[config.mk]
export PLATFORM = sky130hd
export DESIGN_NAME = pipe_hazard_ctrl
export DESIGN_NICKNAME = d
export VERILOG_FILES = /design/src/rtl/pipe_hazard_ctrl_pkg.sv /design/src/rtl/pipe_md_seq.sv /design/src/rtl/pipe_hazard_ctrl.sv
export SDC_FILE = /design/constraint.sdc
export NUM_CORES = 1
export LEC_CHECK = 0
export CAP_MARGIN = 15
export CORE_MARGIN = 2
export CORE_UTILIZATION = 43
export CTS_CLUSTER_DIAMETER = 60
export DETAILED_ROUTE_END_ITERATION = 10
export PLACE_DENSITY = 0.83
export SLEW_MARGIN = 20
export SYNTH_ARGS = -nofsm -noshare
export SYNTH_HDL_FRONTEND = slang
export SYNTH_SLANG_ARGS = --single-unit
[constraint.sdc]
create_clock -name clk -period 3.34 [get_ports clk]
set_clock_uncertainty 0.05 [all_clocks]
set_input_delay 0.835 -clock clk [delete_from_list [all_inputs] [get_ports clk]]
set_output_delay 0.835 -clock clk [all_outputs]
set_load 0.03 [all_outputs]
[src/rtl/pipe_hazard_ctrl_pkg.sv]
// Shared definitions for the pipeline hazard controller: mult/div FSM encoding,
// default mult/div latency and register-number width.
package pipe_hazard_ctrl_pkg;

  localparam int unsigned RegW         = 5;
  localparam int unsigned MdLatDefault = 32;

  typedef enum logic {
    MD_IDLE = 1'b0,
    MD_BUSY = 1'b1
  } md_state_e;

endpackage

[src/rtl/pipe_md_seq.sv]
// Mult/div sequencer: issues a one-cycle start pulse and holds md_busy for exactly
// MD_LAT cycles using a down-counter.
module pipe_md_seq
  import pipe_hazard_ctrl_pkg::*;
#(
  parameter int unsigned MD_LAT = MdLatDefault,
  parameter int unsigned CNT_W  = 6
) (
  input  logic clk,
  input  logic clrn,
  input  logic start,
  output logic md_go,
  output logic md_busy
);

  md_state_e        r_state;
  logic [CNT_W-1:0] r_cnt;

  always_ff @(posedge clk or negedge clrn) begin
    if (!clrn) begin
      r_state <= MD_IDLE;
      r_cnt   <= '0;
    end else begin
      case (r_state)
        MD_IDLE: begin
          if (start) begin
            r_state <= MD_BUSY;
            r_cnt   <= CNT_W'(MD_LAT - 1);
          end
        end
        MD_BUSY: begin
          if (r_cnt == '0) begin
            r_state <= MD_IDLE;
          end else begin
            r_cnt <= r_cnt - CNT_W'(1);
          end
        end
        default: r_state <= MD_IDLE;
      endcase
    end
  end

  // Gating with clrn keeps the pulse low while reset is held, even with start asserted.
  assign md_go   = clrn & (r_state == MD_IDLE) & start;
  assign md_busy = (r_state == MD_BUSY);

endmodule

[src/rtl/pipe_hazard_ctrl.sv]
// Stall/flush sequencer for the 5-stage pipeline: load-use, mult/div interlock and
// branch flush. Define HAZARD_STATS_EN to add stat_lu/stat_md/stat_br cycle counters.
module pipe_hazard_ctrl
  import pipe_hazard_ctrl_pkg::*;
#(
  parameter int unsigned MD_LAT = MdLatDefault,
  parameter int unsigned CNT_W  = 6
) (
  input  logic            clk,
  input  logic            clrn,
  input  logic [RegW-1:0] id_rs,
  input  logic [RegW-1:0] id_rt,
  input  logic            id_use_rs,
  input  logic            id_use_rt,
  input  logic            id_md_start,
  input  logic            id_md_read,
  input  logic            idexe_m2reg,
  input  logic            idexe_regw,
  input  logic [RegW-1:0] idexe_regrd,
  input  logic            exe_branch_taken,
  output logic            wpcir,
  output logic            idexe_bubble,
  output logic            ifid_flush,
  output logic            md_go,
  output logic            md_busy
`ifdef HAZARD_STATS_EN
  ,
  output logic [31:0]     stat_lu,
  output logic [31:0]     stat_md,
  output logic [31:0]     stat_br
`endif
);

  logic w_lu;
  logic w_mdi;
  logic w_stall;
  logic w_md_start;

  assign w_lu = idexe_m2reg & idexe_regw & (idexe_regrd != '0) &
                ((id_use_rs & (id_rs == idexe_regrd)) | (id_use_rt & (id_rt == idexe_regrd)));

  assign w_mdi   = md_busy & (id_md_start | id_md_read);
  assign w_stall = (w_lu | w_mdi) & ~exe_branch_taken;

  // A wrong-path or load-stalled mult/div must not start the unit.
  assign w_md_start = id_md_start & ~w_lu & ~exe_branch_taken;

  pipe_md_seq #(
    .MD_LAT (MD_LAT),
    .CNT_W  (CNT_W)
  ) u_md_seq (
    .clk     (clk),
    .clrn    (clrn),
    .start   (w_md_start),
    .md_go   (md_go),
    .md_busy (md_busy)
  );

  assign wpcir        = clrn & ~w_stall;
  assign idexe_bubble = ~clrn | w_stall | exe_branch_taken;
  assign ifid_flush   = ~clrn | exe_branch_taken;

`ifdef HAZARD_STATS_EN
  logic [31:0] r_stat_lu;
  logic [31:0] r_stat_md;
  logic [31:0] r_stat_br;

  always_ff @(posedge clk or negedge clrn) begin
    if (!clrn) begin
      r_stat_lu <= '0;
      r_stat_md <= '0;
      r_stat_br <= '0;
    end else begin
      if (w_lu & ~exe_branch_taken)  r_stat_lu <= r_stat_lu + 32'd1;
      if (w_mdi & ~exe_branch_taken) r_stat_md <= r_stat_md + 32'd1;
      if (exe_branch_taken)          r_stat_br <= r_stat_br + 32'd1;
    end
  end

  assign stat_lu = r_stat_lu;
  assign stat_md = r_stat_md;
  assign stat_br = r_stat_br;
`endif

endmodule
Yosys cells after proc, flatten, opt, wreduce, memory -nomap -nowiden

Index checks and enable logic that the tools add are counted.

Flip-flop bits (word level): 7
Input port bits: 24
Output and inout port bits: 5

Reductions and logical operators: 3
Equality and inequality tests: 4
Bitwise operators: 23
Muxes and demuxes: 6
Add/subtract/negate cells: 1

Operator list:

| operator            | number |
|---|---|
| $and 1x1->1         | 12 |
| $mux 6              | 2 |
| $pmux 6 s2          | 1 |
| $eq 5x5->1          | 2 |
| $logic_not 6->1     | 1 |
| $or 1x1->1          | 6 |
| $sub 6x1->6 const B | 1 |
| $not 1->1           | 5 |
| $reduce_bool 5->1   | 1 |
| $mux 1              | 2 |
| $ne 2x1->1 const B  | 1 |
| $ne 2x2->1 const B  | 1 |
| $pmux 1 s2          | 1 |
| $reduce_and 2->1    | 1 |

Depth between registers and ports, before layout

Depth after elaboration: 9
Mapped depth: 6
Mapped depth without buffers: 6

By module

Synthesis repeated with hierarchy kept, for this count alone.

Cell total of the unflattened synthesis: 66
Area total of the unflattened synthesis: 576.8 um^2

Modules (own cells, without submodules):

| module           | cells each | area an instance (um^2) | seq. area each (um^2) | times used |
|---|---|---|---|---|
| pipe_md_seq      | 39         | 389.1                   | 175.2                 | 1 |
| pipe_hazard_ctrl | 27         | 187.7                   | 0.0                   | 1 |

Worst setup path after synthesis

OpenSTA, ideal clock, no wires.

Path kind: input -> output
From: in idexe_regrd[1]
To: out md_go
Setup slack: 0.258 ns
Arrival time: 2.197 ns
Buffers on the path: 0
Stages on the path: 4
Required time: 2.455 ns
Path through: or4_4 o211ai_4 inv_1 a21oi_1

Word-level cells in the longest chain between the ends: 8
Elaborated cells on any way between the ends: 12

Ends and longest elaborated chain:

| item                         | line                   | RTL |
|---|---|---|
| start, declared              | pipe_hazard_ctrl.sv:19 | `input logic [RegW-1:0] idexe_regrd,` |
| $eq 5x5->1                   | pipe_hazard_ctrl.sv:40 | `((id_use_rs & (id_rs == idexe_regrd)) \| (id_use_rt & (id_rt == idexe_regrd)));` |
| $and 1x1->1                  | pipe_hazard_ctrl.sv:40 |  |
| $or 1x1->1                   | pipe_hazard_ctrl.sv:40 |  |
| $and 1x1->1 (*)              | pipe_hazard_ctrl.sv:39 | `assign w_lu = idexe_m2reg & idexe_regw & (idexe_regrd != '0) &` |
| $not 1->1 (*)                | pipe_hazard_ctrl.sv:46 | `assign w_md_start = id_md_start & ~w_lu & ~exe_branch_taken;` |
| $and 1x1->1 (*) (2 in a row) | pipe_hazard_ctrl.sv:46 |  |
| $and 1x1->1 (*)              | pipe_md_seq.sv:44      | `assign md_go = clrn & (r_state == MD_IDLE) & start;` |
| end, declared                | pipe_hazard_ctrl.sv:24 | `output logic md_go,` |

Every way passes the cells marked *; elsewhere a longest branch is shown, timed or not.

Worst setup path after layout

From: in idexe_regrd[4]
To: out md_go

The elaborated chain is that of the path after synthesis.

==> impl_results.md <==
- FP Rows: 13
- Max-slew headroom at the worst pin: between 60% and 70%
- Port bufs: 28
- Area contributors post-synth: dfrtp_1 28%, xnor2_1 14%, a21oi_1 6.3%
- FMAX: 308 MHz
- Period utilization: a little over nine tenths
- Avg WL per Cell: between 10 and 15 µm
- DR iter-0 viols: 32
- Hold Path End: u_md_seq.r_cnt[0]
- Residual DRC count: 0
- Clk sinks: 7
- Slew of the pin with the lowest slew margin: approximately 0.56 ns
- Critical path's largest stage delay: about 0.44 ns
- CTS clk-pin slew, worst paths: around 0.060 ns
- Grt peak-use layer: met2
- CP arrival: roughly 2.4 ns
- TritonCTS buffer count: 3
- Grt met2 use: ~40%
- Initial antenna violation count: 0
- Drt first pass iters: 4
- Worst-skew pair later-pin latency: roughly 0.25 ns
- Final hold violations: 0
- Vias: 722
- Critical path class: in2out
- Flop-to-flop setup slack: between 1 and 1.5 ns
- Layout cells sized above 1: between 20% and 30%
- Fin crit period: around 3.2 ns
- Total chip power: between 0.0005 and 0.0006 W
- Cell variety after synth: 25
- Die W: 42.4 µm
- CP max FO: 2
- Crit-path cells: clkdlybuf4s50_1, or4_4, o211ai_4, inv_2, buf_4, a21oi_2, buf_6
- Peak supply drop: about 0.32 mV
- Number of synthesized flops with an enable pin: 0
- Final setup viols: 0
- Top-area cell type share of the netlist area: between 20% and 30%
- Critical Path End Type: primary output
- Global Route met3 Usage: under 10%
- Maxcap violations: 0
- Htree depth: 1
- Min-delay src: u_md_seq.r_cnt[0]
- Routed Antenna Nets: 0
- Post-synth ARST share: 100%
- #FFs+latches synth: 7
- Hold Path Stages: 2
- GR Layer Usage met1: a little under a quarter
- Placeable core area: 1330 µm²
- Sequential area share after synthesis: about 28%
- Initial Utilization: a little under half
- Mapped Nets: 97
- Fillers: just over 100
- RSZ-0062 raised after global routing: no
- Slowest stage cell, crit path: or4_4
- Tot GR Track Use: between 20 and 25%
- Synth Flop Type: dfrtp_1
- Routed WL: between 1.5 and 2 mm
- Top cells by count, synth: 10 x xnor2_1, 8 x a21oi_1, 7 x dfrtp_1, 5 x inv_1, 5 x nor2_1
- Post-synth top area cell: dfrtp_1
- Clk buf depth: 2
- GP Congestion: 0.839
- CTS tree: yes
- Pleak: approximately 0.43 nW
- IO Pins: 29
- R2r startpoint: u_md_seq.r_cnt[0]
- Area of the multi-input gates: ~450 µm²
- Area occupied by registers: 175 µm²
- Hold WC Path Type: reg2reg
- Clk root buf: clkbuf_4
- Avg Inst Size Synth: 8.83 µm²
- CP required: 2.45 ns
- Status: completed
- R2R depth: 5
- Antenna diodes: 0
- Cts hold-fix bufs: 0
- YS warnings: 0
- Area Overhead vs Synth: 65.6%
- Max Slew Vio Count: 0
- Synthesized cell area: ~640 µm²
- Most frequent cell after synthesis: xnor2_1
- First-pass GRT wire length: between 3 and 4 mm
- Pwr Density: 533 nW/µm²
- Post-DP HPWL: approximately 1.4 mm
- Fin nets: approximately 140
- Die Height: 42.4 µm
- Fin Setup TNS: 0 ns
- Die Area: about 1800 µm²
- Vias per Instance: roughly 5.5
- RR Endpoint: u_md_seq.r_cnt[1]
- Vias in the first global route: about 730
- Mapped Cells: roughly 70
- Total global routing overflow: 0
- Worst setup SP type: input pin
- Pin count of the biggest net entering global routing: 11
## critical path: cells and delay by family
family / cells / cell delay, ns
buf+inv: 4 / 0.74
compound gates: 2 / 0.35
simple gates: 1 / 0.44
## final cells by class
class	instances	area share, %
Clock buffer	4	2.50
Inverter	5	1.78
Multi-Input combinational cell	60	42.3
Sequential cell	7	16.6
Tap cell	15	1.78
Timing Repair Buffer	40	35.0
## layout by cell type (no fill, tap or decap), types with 2 or more instances in the layout
cell / count
buf_6: 2
xnor2_1: 10
nor3_1: 4
inv_1: 4
buf_4: 12
nor3b_1: 2
nand2_1: 3
mux2_2: 2
clkdlybuf4s50_1: 22
nand2b_1: 2
o32ai_1: 3
xor2_1: 3
dfrtp_1: 7
a31oi_1: 2
nand4_1: 2
nor2_1: 5
a21o_1: 3
a21oi_1: 7
o21ai_0: 2
dlygate4sd2_1: 2
clkbuf_4: 3
## cell families (layout without fill, tap and decap cells)
logic type               count (synthesis)  in the layout  synth area share, %
AO/OA/AOI/OAI                           21             21                 24.8
XOR/XNOR                                13             13                 17.9
adder cells (fa/ha/maj)                  1              1                 1.97
buffers and inverters                    5             49                 2.95
flip-flops                               7              7                 27.6
multiplexers                             2              2                 3.54
AND/OR/NAND/NOR                         23             23                 21.3
## state kept, by name (all words and copies together) (netlist names)
signal	count
u_md_seq.md_busy	1
u_md_seq.r_cnt	6
## through the flow
stage	util, %	hold slack (ns)	cells	cell area (µm²)	worst slack, ns
floorplan	-	0.489	72	636	0.258
global placement	75.9	0.535	126	1010	-0.339
detailed placement	75.9	0.551	126	1010	-0.355
CTS	78.7	0.563	131	1050	0.0175
global route	78.9	0.584	131	1050	0.0174
finish	78.9	0.567	131	1050	0.0907
## layer usage
layer  vias to the layer above  share of wire [%]
li1                        352                  -
met1                       335                 39
met2                        33                 55
met3                         2                4.7
met4                         0                1.0
met5                         -                  0
## worst max path at each step
stage / start / end / slack (ns) / cells after the start
floorplan: idexe_regrd[1] / md_go / 0.26 / 4
global placement: idexe_regrd[1] / idexe_bubble / -0.34 / 6
detailed placement: idexe_regrd[1] / idexe_bubble / -0.35 / 6
CTS: idexe_regrd[3] / wpcir / 0.02 / 7
global route: idexe_regrd[4] / wpcir / 0.02 / 8
finish: idexe_regrd[4] / md_go / 0.09 / 7
## power by group
part	internal [W]	switching, W	leakage, nW	total (W)
sequential	0.000124	0.0000519	0.0785	0.000176
clock	0.0000458	0.0000348	0.0150	0.0000806
combinational	0.000152	0.000153	0.338	0.000305
total	0.000322	0.000239	0.432	0.000561
## what timing repair did
action / in CTS / in global routing
pin swaps: 1 / 2
gates resized for setup: 11 / 1
buffers inserted: 1 / 0
setup endpoints to repair: 3 / 2
No activity file was read; power rests on OpenSTA's default activity.
